## src/rtl/seven_seg_pkg.sv

```systemverilog
// Shared constants and types for the seven-segment display path.
// Segment patterns are active-low in {a,b,c,d,e,f,g,dp} order.
package seven_seg_pkg;

  localparam logic [7:0] SEG_BLANK = 8'hFF;
  localparam logic [7:0] SEG_ZERO  = 8'h03;
  localparam logic [7:0] SEG_A     = 8'h11;
  localparam logic [7:0] SEG_U     = 8'h83;
  localparam logic [7:0] SEG_L     = 8'hE3;

  localparam int SEG_BIT_A  = 7;
  localparam int SEG_BIT_B  = 6;
  localparam int SEG_BIT_C  = 5;
  localparam int SEG_BIT_D  = 4;
  localparam int SEG_BIT_E  = 3;
  localparam int SEG_BIT_F  = 2;
  localparam int SEG_BIT_G  = 1;
  localparam int SEG_BIT_DP = 0;

  typedef enum logic {
    ST_DEAD  = 1'b0,
    ST_DRIVE = 1'b1
  } slot_state_t;

  function automatic int min_width(input int n);
    return (n > 1) ? $clog2(n) : 1;
  endfunction

endpackage

```

## src/rtl/seven_seg_scan_timer.sv

```systemverilog
// Slot/digit counters for the display scan, plus the per-slot DEAD/DRIVE FSM.
// Emits the current digit, the dead-time flag and the slot/frame wrap strobes.
module seven_seg_scan_timer
  import seven_seg_pkg::*;
#(
  parameter int NUM_DIGITS  = 4,
  parameter int REFRESH_DIV = 100000,
  parameter int DEAD_CYCLES = 500,
  parameter int DIG_W       = min_width(NUM_DIGITS)
) (
  input  logic             clk,
  input  logic             rst,
  output logic [DIG_W-1:0] digit,
  output logic             in_dead,
  output logic             slot_wrap,
  output logic             frame_boundary
);

  localparam int CNT_W = min_width(REFRESH_DIV);
  localparam logic [CNT_W-1:0] CNT_LAST = CNT_W'(REFRESH_DIV - 1);
  localparam logic [CNT_W-1:0] DEAD_END = CNT_W'(DEAD_CYCLES);
  localparam logic [DIG_W-1:0] DIG_LAST = DIG_W'(NUM_DIGITS - 1);
  localparam slot_state_t SLOT_START = (DEAD_CYCLES > 0) ? ST_DEAD : ST_DRIVE;

  logic [CNT_W-1:0] cnt, cnt_next;
  logic [DIG_W-1:0] digit_next;
  slot_state_t      state, state_next;

  always_ff @(posedge clk or posedge rst) begin
    if (rst) begin
      cnt   <= '0;
      digit <= '0;
      state <= SLOT_START;
    end else begin
      cnt   <= cnt_next;
      digit <= digit_next;
      state <= state_next;
    end
  end

  // Each slot opens in DEAD (unless there is no dead time) and leaves it once
  // the counter reaches the end of the dead window.
  always_comb begin
    slot_wrap      = (cnt == CNT_LAST);
    frame_boundary = slot_wrap && (digit == DIG_LAST);
    cnt_next       = slot_wrap ? '0 : cnt + 1'b1;
    digit_next     = digit;
    state_next     = state;
    if (slot_wrap) begin
      digit_next = (digit == DIG_LAST) ? '0 : digit + 1'b1;
    end
    case (state)
      ST_DEAD:  if (cnt_next == DEAD_END) state_next = ST_DRIVE;
      ST_DRIVE: if (slot_wrap) state_next = SLOT_START;
      default:  state_next = SLOT_START;
    endcase
    in_dead = (state == ST_DEAD);
  end

endmodule

```

## src/rtl/seven_seg_scan.sv

```systemverilog
// Time-multiplexed seven-segment driver: double-buffered patterns swapped only
// at frame boundaries, dead-time between digits, registered active-low outputs.
module seven_seg_scan
  import seven_seg_pkg::*;
#(
  parameter int NUM_DIGITS  = 4,
  parameter int REFRESH_DIV = 100000,
  parameter int DEAD_CYCLES = 500
) (
  input  logic                    clk,
  input  logic                    rst,
  input  logic [8*NUM_DIGITS-1:0] seg_in,
  input  logic [NUM_DIGITS-1:0]   blank_mask,
  input  logic                    load,
  output logic [7:0]              seg_out,
  output logic [NUM_DIGITS-1:0]   an,
  output logic                    frame_done
);

  localparam int DIG_W = min_width(NUM_DIGITS);

  logic [DIG_W-1:0]               digit;
  logic                           in_dead;
  logic                           slot_wrap;
  logic                           frame_boundary;
  logic [NUM_DIGITS-1:0][7:0]     active;
  logic [NUM_DIGITS-1:0][7:0]     pending;
  logic                           pending_valid;
  logic [7:0]                     seg_next;
  logic [NUM_DIGITS-1:0]          an_next;
  logic                           frame_done_next;

  seven_seg_scan_timer #(
    .NUM_DIGITS  (NUM_DIGITS),
    .REFRESH_DIV (REFRESH_DIV),
    .DEAD_CYCLES (DEAD_CYCLES),
    .DIG_W       (DIG_W)
  ) u_timer (
    .clk            (clk),
    .rst            (rst),
    .digit          (digit),
    .in_dead        (in_dead),
    .slot_wrap      (slot_wrap),
    .frame_boundary (frame_boundary)
  );

  // A load landing on the boundary itself bypasses the pending buffer and
  // discards whatever was waiting there.
  always_ff @(posedge clk or posedge rst) begin
    if (rst) begin
      active        <= {NUM_DIGITS{SEG_BLANK}};
      pending       <= {NUM_DIGITS{SEG_BLANK}};
      pending_valid <= 1'b0;
    end else if (frame_boundary) begin
      if (load) begin
        active <= seg_in;
      end else if (pending_valid) begin
        active <= pending;
      end
      pending_valid <= 1'b0;
    end else if (load) begin
      pending       <= seg_in;
      pending_valid <= 1'b1;
    end
  end

  always_comb begin
    seg_next        = SEG_BLANK;
    an_next         = '1;
    frame_done_next = slot_wrap && frame_boundary;
    if (!in_dead) begin
      an_next[digit] = 1'b0;
      if (!blank_mask[digit]) begin
        seg_next = active[digit];
      end
    end
  end

  always_ff @(posedge clk or posedge rst) begin
    if (rst) begin
      seg_out    <= SEG_BLANK;
      an         <= '1;
      frame_done <= 1'b0;
    end else begin
      seg_out    <= seg_next;
      an         <= an_next;
      frame_done <= frame_done_next;
    end
  end

endmodule

```

## config.mk

```make
export PLATFORM = sky130hd
export DESIGN_NAME = seven_seg_scan
export DESIGN_NICKNAME = d
export VERILOG_FILES = /design/src/rtl/seven_seg_pkg.sv /design/src/rtl/seven_seg_scan_timer.sv /design/src/rtl/seven_seg_scan.sv
export SDC_FILE = /design/constraint.sdc
export NUM_CORES = 1
export LEC_CHECK = 0
export ABC_CLOCK_PERIOD_IN_PS = 6900
export CAP_MARGIN = 30
export CORE_MARGIN = 2
export CORE_UTILIZATION = 29
export CTS_BUF_LIST = sky130_fd_sc_hd__clkbuf_4 sky130_fd_sc_hd__clkbuf_8 sky130_fd_sc_hd__clkbuf_16
export DETAILED_ROUTE_END_ITERATION = 8
export GPL_TIMING_DRIVEN = 0
export PLACE_DENSITY = 0.55
export RECOVER_POWER = 25
export SETUP_SLACK_MARGIN = 0.1
export SLEW_MARGIN = 20
export SYNTH_ARGS = -nofsm -noshare
export SYNTH_HDL_FRONTEND = slang
export SYNTH_SLANG_ARGS = --single-unit
```

## constraint.sdc

```tcl
create_clock -name clk -period 6.9 [get_ports clk]
set_clock_uncertainty 0.1 [all_clocks]
set_input_delay 1.38 -clock clk [delete_from_list [all_inputs] [get_ports clk]]
set_output_delay 1.38 -clock clk [all_outputs]
set_load 0.01 [all_outputs]
```

# Yosys cells after proc, flatten, opt, wreduce, memory -nomap -nowiden
# Cells that the tools add are included.
# word_totals
wordCells	50
regBits	98
input_bits	39
# classes
add_sub_neg	2
order_cmp	2
n_eq_ne	3
bitwise_logic	3
reduce_logical	7
mux	18
# ops
op	count
$mux 32	2
$mux 8	3
$add 17x1->17 const B	1
$eq 17x17->1 const B	1
$eq 17x9->1 const B	1
$mux 17	1
$bmux 8 s2	1
$mux 1	6
$mux 4	1
$not 4->4	1
$reduce_and 2->1	2
$reduce_bool 2->1	2
$logic_and 1x1->1	3
$lt 2x3->1 const B	1
$add 2x1->2 const B	1
$bmux 1 s2	1
$demux 1 s2	1
$eq 2x2->1 const B	1
$ge 2x1->1 const B	1
$mux 2	1
$not 1->1	2
$pmux 1 s2	1

# Logic depth before layout (Yosys ltp)
# logic_depth
depth_word	6
depth_mapped	9

# Cells and area by module
# A second synthesis with hierarchy kept.
# unflattened
cells_unflattened	352
hier_area_um2	4508.1
# by_module_without_submodules
mod	area_per_inst_um2	cells_each	seq_area_each_um2	n_inst
seven_seg_scan	3460.8	254	2047.0	1
seven_seg_scan_timer	1047.3	98	500.5	1

# Least setup slack after synthesis
# OpenSTA, ideal clock, no wires.
# synth_timing
kind	input-to-reg
from	in load
to	reg active[10] (netlist name)
path_stages	4
slack_ps	4395
path_buffers	2
required_time_ps	6720
setup_ps	80
arrival_time_ps	2325
cell_sequence	buf_2 > clkbuf_1 > mux2i_1 > a21oi_2
# synth_between
elab_chain_cells	2
# synth_rtl
item	line	rtl
start, declared	seven_seg_scan.sv:14	input logic load,
$reduce_bool 2->1 (no line)	--	
$reduce_and 2->1 (no line)	--	
end signal, assigned	seven_seg_scan.sv:51	active <= {NUM_DIGITS{SEG_BLANK}};
end signal, assigned	seven_seg_scan.sv:56	active <= seg_in;
end signal, assigned	seven_seg_scan.sv:58	active <= pending;
end, declared	seven_seg_scan.sv:26	logic [NUM_DIGITS-1:0][7:0] active;
# Parallel ways exist; a longest one is shown, timed or not.
# A chain may end at the register's enable or synchronous reset.

==> results_dict.tcl <==
set metrics [dict create \
    multi_input_comb_area_um2 1970 \
    synth_common_cells "76 x dfstp_2, 44 x nor2_1, 33 x mux2i_1, 30 x mux2_4, 24 x a21oi_1" \
    slew_violations 39 \
    cts.root.buffer_cell "clkbuf_16" \
    die_area_um2 17400 \
    gp_congestion 0.841 \
    syn_area_um2 4750 \
    layout.area.seq_um2 2550 \
    worstPathArrival_ns 3.40 \
    firstDrtPassIters 4 \
    fin_crit_ns 3.04 \
    post_synth_num_cell_types 44 \
    vias_per_cell 4.50 \
    rr_endpoint "active[4]" \
    cp-start-kind "input port" \
    drc 0 \
    cap_violations 1 \
    grt_max_degree 61 \
    synth_seq_area_share 0.537 \
    path_clk_slew_ns 0.06 \
    rsz0062_at_grt "false" \
    holdPathStages 1 \
    maxSlewHeadroom -0.200 \
    clock_tree.htree_level_count 3 \
    rows 46 \
    design.core.area_um2 15900 \
    tns_ns 0 \
    wire_per_inst_um 15.6 \
    antenna_found_initial 0 \
    grt_pass1_vias 3071 \
    ir_drop_mv 0.0847 \
    min_from "u_timer.cnt[13]" \
    post_cts_resized 0 \
    die_w_um 132 \
    yosysMostFrequentCell "dfstp_2" \
    p_leak_uw 0.00236 \
    violations "max-capacitance violations, max-slew violations" \
    post-dp-hpwl_um 7130 \
    grt_pass1_wl_um 17000 \
    synth_cells 364 \
    ys.flop_type "dfstp_2" \
    cts_tree "done" \
    clk_path_buf_depth 2 \
    vias 2905 \
    io_pins 52 \
    syn_avg_cell_area_um2 13.0 \
    synth_warnings 0 \
    nFillCells 1567 \
    routed_wl_um 10000 \
    fp.dieH_um 132 \
    cp.required_ns 7.25 \
    yosysTopAreaCell "dfstp_2" \
    hold_end "u_timer.cnt[13]" \
    hold_class "reg2reg" \
    end_kind "async pin" \
    drtIter0Drc 152 \
    ctsHoldBuffers 0 \
    status "finished, violations left" \
    ant_nets 0 \
    finalCritPeriodShare 0.441 \
    insertion_delay_ns 0.34 \
    grt.overflow.total 0 \
    worst-slew-pin-transition_ns 1.79 \
    rr_startpoint "u_timer.cnt[6]" \
    synth_edf_count 0 \
    syn_to_final_growth_pct 22.3 \
    synth_area_leaders "dfstp_2 42%, dfrtp_1 12%, mux2_4 9.5%, mux2i_1 7.0%, mux4_2 4.3%" \
    post-cts-setup-buffers 0 \
    initial_core_util 0.298 \
    synth.net_count 408 \
    crit_fanout 60 \
    synth_top_area_share 0.421 \
    critPathKind "in2async" \
    cts_inserted_buffers 9 \
    drive_gt1_frac 0.389 \
    clock_sinks 98 \
    grt_usage 0.123 \
    port_buffers 50 \
    fin_hold_ws_ns 0.385 \
    r2r_setup_slack_ns 4.08 \
    synthArstFlopShare 1.00 \
    synth_seq_cells 98 \
    setup_viol_count_final 0 \
    r2r_cells 8 \
    diodes 0 \
    hold_violations 0 \
    powerDensity_nw_per_um2 211 \
    nets 470 \
    max_clock_freq_mhz 329 \
]
routing by layer:
layer  up-vias  GRT usage  share of wire
met5         -          0              0
met2        44      0.187           0.47
met3        12     0.0346          0.044
met1      1457      0.163           0.47
met4         0     0.0574          0.021
li1       1392          -              -
worst max-delay path, stage by stage:
cell,delay [ns]
dlygate4sd3_1,0.56
clkinvlp_2,1.05
buf_16,0.36
report_power, final:
part | total, µW | switching [µW] | internal, µW
sequential | 619 | 10.4 | 609
combinational | 106 | 43.3 | 62.7
clock | 497 | 203 | 294
final cells by class:
cell class	count	area share
multi-input combinational	239	0.340
tap	216	0.0466
inverter	7	0.00474
buffer	20	0.0295
clock buffer	13	0.0440
timing repair buffer	51	0.0910
clock inverter	1	0.00517
sequential	98	0.439
through the flow:
stage,std cells,cell area [µm²],util,power (µW),worst slack [ns]
2_1_floorplan,364,4750,-,692,2.98
3_3_place_gp,630,5520,0.346,731,1.43
3_5_place_dp,631,5550,0.348,736,3.77
4_1_cts,645,5830,0.366,1240,4.02
5_1_grt,645,5800,0.364,1280,3.62
6_report,645,5800,0.364,1220,3.86
cell usage in the layout (no fill, tap or decap), types with 9 or more instances in the layout:
master	Yosys	final
mux2i_1	33	33
a21oi_2	10	10
mux4_2	9	9
clkbuf_16	0	9
nor2_1	44	44
nand2_1	12	12
mux2_4	30	30
dfrtp_1	22	22
a21oi_1	24	24
clkdlybuf4s50_1	0	49
xnor2_1	10	10
dfstp_2	76	76
cells by family after synthesis:
kind of cell / Yosys count / synth area share
AO/OA/AOI/OAI: 44 / 0.0577
flip-flops: 98 / 0.537
AND/OR/NAND/NOR: 99 / 0.105
multiplexers: 74 / 0.212
buffers and inverters: 27 / 0.0435
XOR/XNOR: 17 / 0.0314
adder cells (fa/ha/maj): 5 / 0.0132
sequential cells by signal (all words and copies together) (netlist names):
name           flops
active            32
an                 4
frame_done         1
pending           32
pending_valid      1
seg_out            8
u_timer.cnt       17
u_timer.digit      2
u_timer.state      1
worst max-delay path by stage:
stage	startpoint	to	depth (start not counted)
2_1_floorplan	rst	frame_done	1
3_3_place_gp	rst	u_timer.digit[0]	2
3_5_place_dp	blank_mask[3]	seg_out[2]	4
4_1_cts	seg_out[4]	seg_out[4]	1
5_1_grt	rst	pending[23]	3
6_report	rst	pending[3]	3
No activity file was read; power rests on OpenSTA's default activity.
